$ cat src/rtl/wb_skid_stage.sv
// wb_skid_stage: writeback pipeline register with valid/ready handshake and two-entry skid buffer
module wb_skid_stage #(
  parameter int WORD_SIZE       = 32,
  parameter int INSTR_TYPE_SZ   = 2,
  parameter int ROB_ENTRY_WITDH = 3
) (
  input  logic                       clk,
  input  logic                       reset,
  input  logic                       flush,
  input  logic                       in_valid,
  output logic                       in_ready,
  input  logic [INSTR_TYPE_SZ-1:0]   in_instruction_type,
  input  logic [WORD_SIZE-1:0]       in_pc,
  input  logic [WORD_SIZE-1:0]       in_result,
  input  logic [ROB_ENTRY_WITDH-1:0] in_rob_id,
  output logic                       out_valid,
  input  logic                       out_ready,
  output logic [INSTR_TYPE_SZ-1:0]   out_instruction_type,
  output logic [WORD_SIZE-1:0]       out_pc,
  output logic [WORD_SIZE-1:0]       out_result,
  output logic [ROB_ENTRY_WITDH-1:0] out_rob_id,
  output logic [1:0]                 occupancy
);
  localparam int W = INSTR_TYPE_SZ + 2 * WORD_SIZE + ROB_ENTRY_WITDH;
  typedef enum logic [1:0] {EMPTY = 2'd0, ONE = 2'd1, FULL = 2'd2} state_t;
  state_t r_state, w_next;
  logic [W-1:0] w_in, r_head, r_skid;
  logic w_accept, w_pop, w_load_head, w_load_skid, w_shift;
  assign w_in = {in_instruction_type, in_pc, in_result, in_rob_id};
  assign {out_instruction_type, out_pc, out_result, out_rob_id} = r_head;
  assign in_ready  = !reset && (r_state != FULL);
  assign out_valid = (r_state != EMPTY);
  assign occupancy = r_state;
  assign w_accept  = in_valid && in_ready;
  assign w_pop     = out_valid && out_ready;
  // A flushed cycle leaves data untouched; contents are don't-care once invalid.
  assign w_load_head = w_accept && !flush && (r_state == EMPTY || w_pop);
  assign w_load_skid = w_accept && !flush && r_state == ONE && !w_pop;
  assign w_shift     = !flush && r_state == FULL && w_pop;
  always_comb begin
    w_next = r_state;
    w_next = flush ? EMPTY :
             r_state == EMPTY ? (w_accept ? ONE : EMPTY) :
             r_state == ONE ? ((w_accept && !w_pop) ? FULL : (!w_accept && w_pop) ? EMPTY : ONE) :
             (w_pop ? ONE : FULL);
  end
  always_ff @(posedge clk or posedge reset) begin
    if (reset) begin
      r_state <= EMPTY;
      r_head  <= '0;
      r_skid  <= '0;
    end else begin
      r_state <= w_next;
      if (w_load_head) r_head <= w_in;
      else if (w_shift) r_head <= r_skid;
      if (w_load_skid) r_skid <= w_in;
    end
  end
endmodule

$ cat config.mk
export PLATFORM = sky130hd
export DESIGN_NAME = wb_skid_stage
export DESIGN_NICKNAME = d
export VERILOG_FILES = /design/src/rtl/wb_skid_stage.sv
export SDC_FILE = /design/constraint.sdc
export NUM_CORES = 1
export LEC_CHECK = 0
export CORE_UTILIZATION = 50
export CTS_CLUSTER_DIAMETER = 30
export DETAILED_ROUTE_END_ITERATION = 6
export GPL_ROUTABILITY_DRIVEN = 0
export PLACE_DENSITY = 0.79
export SYNTH_ARGS = -nofsm -noshare
export SYNTH_HDL_FRONTEND = slang
export SYNTH_SLANG_ARGS = --single-unit
$ cat constraint.sdc
create_clock -name clk -period 5.6 [get_ports clk]
set_input_delay 1.4 -clock clk [delete_from_list [all_inputs] [get_ports clk]]
set_output_delay 1.4 -clock clk [all_outputs]
set_load 0.01 [all_outputs]
==> results.py, run 1 <==
metrics = {
    "sta": {
        "max_freq_ghz": 0.249,
        "fin_ws_ps": 1590,
        "skew_ps": 5.87,
        "post-route-min-period_ps": 4010,
        "setup_violations": 0,
        "rsz0062_at_grt": "no",
        "relSlewSlack": 0.291,
        "tightest_slew_ps": 1060,
        "drv_slew": 0,
        "setup_tns_ps": 0,
        "period_share": 0.716,
        "finalHoldViolCount": 0,
    },
    "floorplan": {
        "io_pins": 147,
        "die_w_um": 113,
        "start_util": 0.513,
        "rows": 40,
        "die-height_um": 113,
        "die_area_mm2": 0.0128,
        "core_area_mm2": 0.0120,
    },
    "layout": {
        "final_cell_mix": "mux2_2, clkdlybuf4s50_1, dfrtp_1",
        "drive_gt1_frac": 0.436,
        "layout_commonest_cell": "mux2_2",
        "num_antenna_cells": 0,
        "layout.nets": 612,
        "area_delta_synth_final_pct": 36.1,
    },
    "global_route": {
        "gr-usage-all-layers": 0.209,
        "overflow": 0,
        "grt_pass1_vias": 4129,
        "grt_max_degree": 113,
        "grt_antenna_before_repair": 0,
        "grt_pass1_wl_um": 20300,
    },
    "pwr": {
        "pwr-share-comb": 0.231,
        "vdd_drop_max_mv": 0.226,
        "p_leak_nw": 3.70,
        "p_sw_mw": 0.797,
        "clkPwrFrac": 0.374,
        "power_mw": 3.44,
        "p_seq_frac": 0.395,
        "swShare": 0.232,
        "internal-power_mw": 2.65,
        "p_per_area_mw_per_mm2": 410,
    },
    "critical_path": {
        "crit_path_start_kind": "input port",
        "cp-end-kind": "output port",
        "worstPathArrival_ps": 2610,
        "crit_type": "input port to output port",
        "critical_path_peak_fanout": 3,
        "rr_worst_depth": 4,
        "critPathRequiredTime_ps": 4200,
    },
    "route": {
        "wirelength_um": 12500,
        "viasPerCell": 5.30,
        "drtPass1Iterations": 4,
        "final_antenna_net_count": 0,
        "drc": 0,
        "top_layer": "met4",
        "drtIter0Drc": 141,
        "route.met3.wl_um": 790,
        "wl_met1_um": 5370,
        "avgRoutedWirePerCell_um": 17.9,
        "wl_met2_um": 6150,
        "vias": 3691,
    },
    "logic_synthesis": {
        "netlist.area_leader.share": 0.569,
        "yosysSeqAreaShare": 0.569,
        "netlist_instances": 391,
        "synth_area_per_cell_um2": 15.8,
        "ys_top_cells_by_area": "dfrtp_1, mux2_2, mux2_4, mux2_1, buf_2",
        "ys_ff_latch": 140,
        "synth_cell_types": 22,
        "ys_warn_count": 0,
        "yosys.area.top_type": "dfrtp_1",
        "synthesis.nets": 466,
        "syn-cell-area_mm2": 0.00616,
    },
    "clock_tree": {
        "ctsHoldBuffers": 0,
        "clk_latency_ps": 420,
        "cts_resized": 0,
        "cts_tree": "built",
        "clk_pin_slew_worst_paths_ps": 60,
        "cts-root-buf": "clkbuf_16",
        "post_cts_buffers": 0,
        "clock_sinks": 140,
        "clockBufferDepth": 2,
        "numCtsBuffers": 17,
        "cts_htree_levels": 4,
    },
    "outcome": {
        "status": "finished clean",
    },
    "job": {
        "drv_cap": 0,
    },
    "placed_design": {
        "place_ws_ps": 1590,
        "dp_hpwl_um": 7690,
        "io_buffer_count": 146,
    },
    "hold_path": {
        "holdCritPathClass": "register to register",
        "hold_path_depth": 1,
    },
}
## power groups by stage
| stage | Combinational, mW | Clock, mW | Sequential, mW |
|---|---|---|---|
| global placement | 0.769 | 0 | 1.36 |
| detailed placement | 0.798 | 0 | 1.38 |
| global route | 0.855 | 1.35 | 1.39 |
| floorplan | 0.354 | 0 | 1.42 |
| finish | 0.795 | 1.29 | 1.36 |
| CTS | 0.807 | 1.31 | 1.36 |
## sequential cells by signal, indices dropped and copies added (netlist names)
signal	count
r_skid	69
r_head	69
occupancy	2
## cell families after synthesis
| family | after synthesis | synth area share |
|---|---|---|
| buf+inv | 26 | 0.0272 |
| mux | 207 | 0.384 |
| simple gates | 14 | 0.0138 |
| flops | 140 | 0.569 |
| fa+ha+maj | 1 | 0.00203 |
| compound gates | 3 | 0.00406 |
## final cells by class
type	count	area, um^2
well taps	147	184
repair buffers	151	1500
clock buffers	20	467
inverters	2	12.5
multi-input cells	225	2510
fillers	852	3620
clock inverters	12	215
flip-flops and latches	140	3500
## synthesized netlist by cell type
| master | n |
|---|---|
| nor4bb_1 | 1 |
| or2_1 | 1 |
| mux2_2 | 188 |
| buf_2 | 17 |
| nor3_1 | 1 |
| nand2b_1 | 1 |
| nand2_1 | 3 |
| inv_1 | 2 |
| a31oi_1 | 1 |
| o211a_1 | 1 |
| buf_8 | 1 |
| mux2_1 | 9 |
| or4_4 | 1 |
| buf_4 | 2 |
| a211o_1 | 1 |
| nor2b_1 | 1 |
| dfrtp_1 | 140 |
| buf_6 | 4 |
| mux2_4 | 10 |
| nand2b_4 | 1 |
| ha_1 | 1 |
| nor2_1 | 4 |
## per-stage QoR
step / area, um^2 / std cells / hold slack, ps / util
floorplan: 6160 / 391 / 474 / -
global placement: 7710 / 665 / 481 / 0.642
detailed placement: 7710 / 665 / 489 / 0.642
CTS: 8390 / 697 / 502 / 0.698
global route: 8390 / 697 / 513 / 0.698
finish: 8390 / 697 / 500 / 0.698
## path summary, 6_finish.rpt
check	startpoint	to	slack, ps
max reg2reg	occupancy[0]	r_head[17]	3470
max in group asynchronous	reset	r_skid[15]	2940
max	reset	in_ready	1590
min	r_skid[18]	r_skid[18]	500
min reg2reg	r_skid[18]	r_skid[18]	500
min in group asynchronous	reset	r_skid[26]	1670
## critical path, cell delays in order
cell	delay [ps]
clkdlybuf4s50_1	510
nor2_1	150
clkdlybuf4s50_1	550
## per-layer routing
layer,GRT usage,vias to the layer above
li1,-,1698
met1,0.249,1864
met2,0.351,113
met3,0.0691,16
met4,0.0842,0
met5,0,-
Power figures use the tool's default switching activity.
==> run 2, diff against run 1 <==
- clock period: 5.6 -> 3.7 ns (I/O delays scaled with it)
==> run 2 against run 1 <==
  * Final cell count grew 0.57%
  * Register-to-register slack lost 1900 ps
  * Critical path type unchanged
  * Combinational power grew 52%
  * Power grew 43%
==> results.py, run 2 (synthesis gave the netlist of run 1 again) <==
metrics = {
    "sta": {
        "relSlewSlack": 0.700,
        "tightest_slew_ps": 450,
        "setup_tns_ps": 0,
        "rsz0062_at_grt": "no",
        "finalHoldViolCount": 0,
        "skew_ps": 6.87,
        "post-route-min-period_ps": 3050,
        "setup_violations": 0,
        "period_share": 0.823,
        "max_freq_ghz": 0.328,
        "drv_slew": 0,
    },
    "critical_path": {
        "worstPathArrival_ps": 2120,
        "slowest_delay_ps": 560,
        "crit_type": "input port to output port",
        "critPathRequiredTime_ps": 2770,
        "path_delay_family": "buffers and inverters",
        "cp-end-kind": "output port",
        "crit_path_start_kind": "input port",
        "critical_path_peak_fanout": 3,
        "path_buf_inv": 2,
        "r2r_setup_slack_ps": 1530,
        "crit_top_cell": "clkdlybuf4s50_1",
        "cp_cell_sequence": "clkdlybuf4s50_1 -> nor2_1 -> clkdlybuf4s50_1",
        "crit_slowest_cell": "clkdlybuf4s50_1",
    },
    "global_route": {
        "gr-usage-all-layers": 0.206,
        "grt_max_degree": 79,
        "grt_pass1_vias": 4109,
        "overflow": 0,
        "grt_pass1_wl_um": 19900,
        "grt_antenna_before_repair": 0,
    },
    "floorplan": {
        "die_w_um": 113,
        "die_area_mm2": 0.0128,
        "core_area_mm2": 0.0120,
        "io_pins": 147,
        "rows": 40,
        "die-height_um": 113,
        "start_util": 0.513,
    },
    "clock_tree": {
        "clockBufferDepth": 2,
        "ctsHoldBuffers": 0,
        "cts_htree_levels": 4,
        "post_cts_buffers": 0,
        "cts_resized": 0,
        "cts_tree": "built",
        "clock_sinks": 140,
        "clk_pin_slew_worst_paths_ps": 60,
        "cts-root-buf": "clkbuf_16",
        "clk_latency_ps": 410,
        "numCtsBuffers": 17,
    },
    "layout": {
        "drive_gt1_frac": 0.431,
        "regArea_mm2": 0.00350,
        "num_antenna_cells": 0,
        "multi_input_area_mm2": 0.00251,
        "layout_commonest_cell": "mux2_2",
        "fin_area_mm2": 0.00837,
        "area_delta_synth_final_pct": 35.8,
        "instances_no_fill": 701,
        "fill_cells": 851,
        "layout.nets": 616,
        "final_cell_mix": "mux2_2, clkdlybuf4s50_1, dfrtp_1",
    },
    "pwr": {
        "p_seq_frac": 0.419,
        "power_mw": 4.92,
        "clkPwrFrac": 0.336,
        "p_per_area_mw_per_mm2": 588,
        "swShare": 0.236,
        "pwr-share-comb": 0.245,
        "p_sw_mw": 1.16,
        "vdd_drop_max_mv": 0.329,
        "p_leak_nw": 3.69,
        "internal-power_mw": 3.76,
    },
    "route": {
        "viasPerCell": 5.27,
        "drtPass1Iterations": 4,
        "drc": 0,
        "wirelength_um": 12200,
        "vias": 3692,
        "drtIter0Drc": 108,
        "final_antenna_net_count": 0,
        "avgRoutedWirePerCell_um": 17.4,
    },
    "job": {
        "drv_cap": 0,
    },
    "outcome": {
        "status": "finished clean",
    },
    "placed_design": {
        "dp_hpwl_um": 7960,
        "place_inst": 669,
        "place_area_mm2": 0.00778,
        "io_buffer_count": 146,
    },
    "hold_path": {
        "holdCritPathClass": "register to register",
    },
}
## run 2: cell types whose count changed in the layout (fill, tap and decap cells not counted), sizes merged
cell	delta
clkbuf	+6
buf	+4
bufinv	-4
clkinvlp	-1
inv	-1
## run 2: stage by stage
| stage | util | worst slack (ps) | hold WS [ps] |
|---|---|---|---|
| after floorplan | - | 1030 | 474 |
| after global placement | 0.648 | 622 | 480 |
| after detailed placement | 0.648 | 578 | 487 |
| after CTS | 0.697 | 642 | 502 |
| after global routing | 0.697 | 592 | 514 |
| final | 0.697 | 654 | 500 |
## run 2: routing by layer
layer / track usage / wire, um / part of all wire
met1: 0.256 / 5370 / 0.44
met2: 0.329 / 5790 / 0.47
met3: 0.0755 / 866 / 0.071
met4: 0.0789 / 203 / 0.017
met5: 0 / 0 / 0
## run 2: final timing paths
check / end / cells after the start / start
max: in_ready / 3 / reset
min: r_skid[36] / 1 / r_skid[36]
max reg2reg: r_head[13] / 4 / occupancy[0]
min reg2reg: r_skid[36] / 1 / r_skid[36]
max in group asynchronous: r_skid[65] / 3 / reset
min in group asynchronous: r_head[56] / 2 / reset
## run 2: power by group through the flow
| stage | Sequential [mW] | Clock, mW | Combinational (mW) |
|---|---|---|---|
| floorplan | 2.14 | 0 | 0.535 |
| global placement | 2.06 | 0 | 1.17 |
| detailed placement | 2.08 | 0 | 1.21 |
| CTS | 2.06 | 1.69 | 1.22 |
| global route | 2.11 | 1.75 | 1.29 |
| finish | 2.06 | 1.65 | 1.21 |
## run 2: cell type report
class                      count  area share
tap                          147      0.0220
clock buffer                  26      0.0597
inverter                       2     0.00135
timing repair buffer         155       0.189
clock inverter                 6      0.0100
sequential                   140       0.419
multi-input combinational    225       0.300
==> run 3, diff against run 2 <==
- clock period: 3.7 -> 2.85 ns (I/O delays scaled with it)
==> run 3 against run 2 <==
  * Largest power group unchanged
  * Final cell count is 0.14% lower
  * Core utilization increased by 0.44 points
  * Critical path depth is the same
  * Setup slack got worse by 410 ps
  * Sequential power is 30% higher
  * Clock power up 33%
  * Die area unchanged
  * Final area increased by 0.63%
==> results.py, run 3 (synthesis gave the netlist of run 1 again) <==
metrics = {
    "global_route": {
        "grt_pass1_wl_um": 19700,
        "grt_pass1_vias": 4054,
        "gr-usage-all-layers": 0.202,
        "grt_antenna_before_repair": 0,
        "grt_max_degree": 67,
        "overflow": 0,
    },
    "critical_path": {
        "r2r_end": "r_head[6]",
        "rr_startpoint": "occupancy[0]",
        "crit_path_start_kind": "input port",
        "r2r_setup_slack_ps": 810,
        "cp-end-kind": "output port",
        "crit_type": "input port to output port",
        "rr_worst_depth": 4,
        "worstPathArrival_ps": 1890,
        "critPathRequiredTime_ps": 2140,
        "critical_path_peak_fanout": 3,
    },
    "sta": {
        "finalHoldViolCount": 0,
        "tightest_slew_ps": 534,
        "setup_tns_ps": 0,
        "fin_ws_ps": 247,
        "max_freq_ghz": 0.384,
        "setup_violations": 0,
        "rsz0062_at_grt": "no",
        "period_share": 0.913,
        "relSlewSlack": 0.643,
        "post-route-min-period_ps": 2600,
        "whs_ps": 498,
        "skew_ps": 6.42,
        "drv_slew": 0,
    },
    "route": {
        "vias": 3711,
        "wirelength_um": 12200,
        "final_antenna_net_count": 0,
        "viasPerCell": 5.30,
        "drtPass1Iterations": 3,
        "drtIter0Drc": 150,
        "avgRoutedWirePerCell_um": 17.4,
        "drc": 0,
    },
    "layout": {
        "final_cell_mix": "mux2_2, clkdlybuf4s50_1, dfrtp_1",
        "fill_cells": 855,
        "area_delta_synth_final_pct": 36.6,
        "layout_commonest_cell": "mux2_2",
        "num_antenna_cells": 0,
        "finalCoreUtilization": 0.701,
        "drive_gt1_frac": 0.436,
        "multi_input_area_mm2": 0.00251,
        "instances_no_fill": 700,
        "layout.nets": 616,
        "fin_area_mm2": 0.00842,
        "regArea_mm2": 0.00350,
    },
    "pwr": {
        "p_per_area_mw_per_mm2": 763,
        "vdd_drop_max_mv": 0.479,
        "power_mw": 6.42,
        "p_leak_nw": 3.71,
    },
    "clock_tree": {
        "clockBufferDepth": 2,
        "clk_pin_slew_worst_paths_ps": 50,
        "cts_htree_levels": 4,
        "cts-root-buf": "clkbuf_16",
        "ctsHoldBuffers": 0,
        "cts_tree": "built",
        "post_cts_buffers": 0,
        "clock_sinks": 140,
        "clk_latency_ps": 410,
        "numCtsBuffers": 17,
        "cts_resized": 0,
    },
    "hold_path": {
        "hold_end": "r_skid[5]",
        "worstHoldStart": "r_skid[5]",
        "holdCritPathClass": "register to register",
        "hold_path_depth": 1,
    },
    "floorplan": {
        "die_w_um": 113,
        "core_area_mm2": 0.0120,
        "die_area_mm2": 0.0128,
        "rows": 40,
        "start_util": 0.513,
        "die-height_um": 113,
        "io_pins": 147,
    },
    "placed_design": {
        "io_buffer_count": 146,
        "place_ws_ps": 62.5,
        "place_inst": 669,
        "place_area_mm2": 0.00782,
        "dp_hpwl_um": 7990,
    },
    "job": {
        "drv_cap": 0,
    },
    "outcome": {
        "status": "finished clean",
    },
}
[run 3: changes by cell type in the layout (fill, tap and decap cells not counted)]
| cell | before | now |
|---|---|---|
| buf_12 | 4 | 7 |
| clkinvlp_4 | 1 | 2 |
| clkbuf_1 | 5 | 2 |
| clkbuf_8 | 4 | 6 |
| clkinv_4 | 1 | 0 |
| buf_4 | 5 | 2 |
[run 3: final cells by class]
class | instances | area share
flip-flops and latches | 140 | 0.416
multi-input cells | 225 | 0.298
repair buffers | 155 | 0.192
clock buffers | 25 | 0.0612
well taps | 147 | 0.0218
clock inverters | 6 | 0.00981
inverters | 2 | 0.00134
[run 3: power breakdown]
group,switching (mW),internal [mW]
clock,0.768,1.42
combinational,0.509,1.06
sequential,0.223,2.45
[run 3: worst max path at each step]
stage / startpoint / endpoint / depth (start not counted)
global placement: flush / r_head[36] / 5
global route: reset / in_ready / 3
floorplan: reset / occupancy[0] / 1
finish: reset / in_ready / 3
detailed placement: flush / r_head[6] / 5
CTS: reset / in_ready / 3
[run 3: critical path, stage by stage]
cell             delay, ps
clkdlybuf4s50_1        480
nor2_1                 150
clkdlybuf4s50_1        550
[run 3: layer usage]
metal  vias to the layer above  routed length (um)  track usage
met2                       110                5900        0.330
met5                         -                   0            0
met4                         0                 166       0.0684
met1                      1869                5210        0.250
li1                       1714                   -            -
met3                        18                 872       0.0712
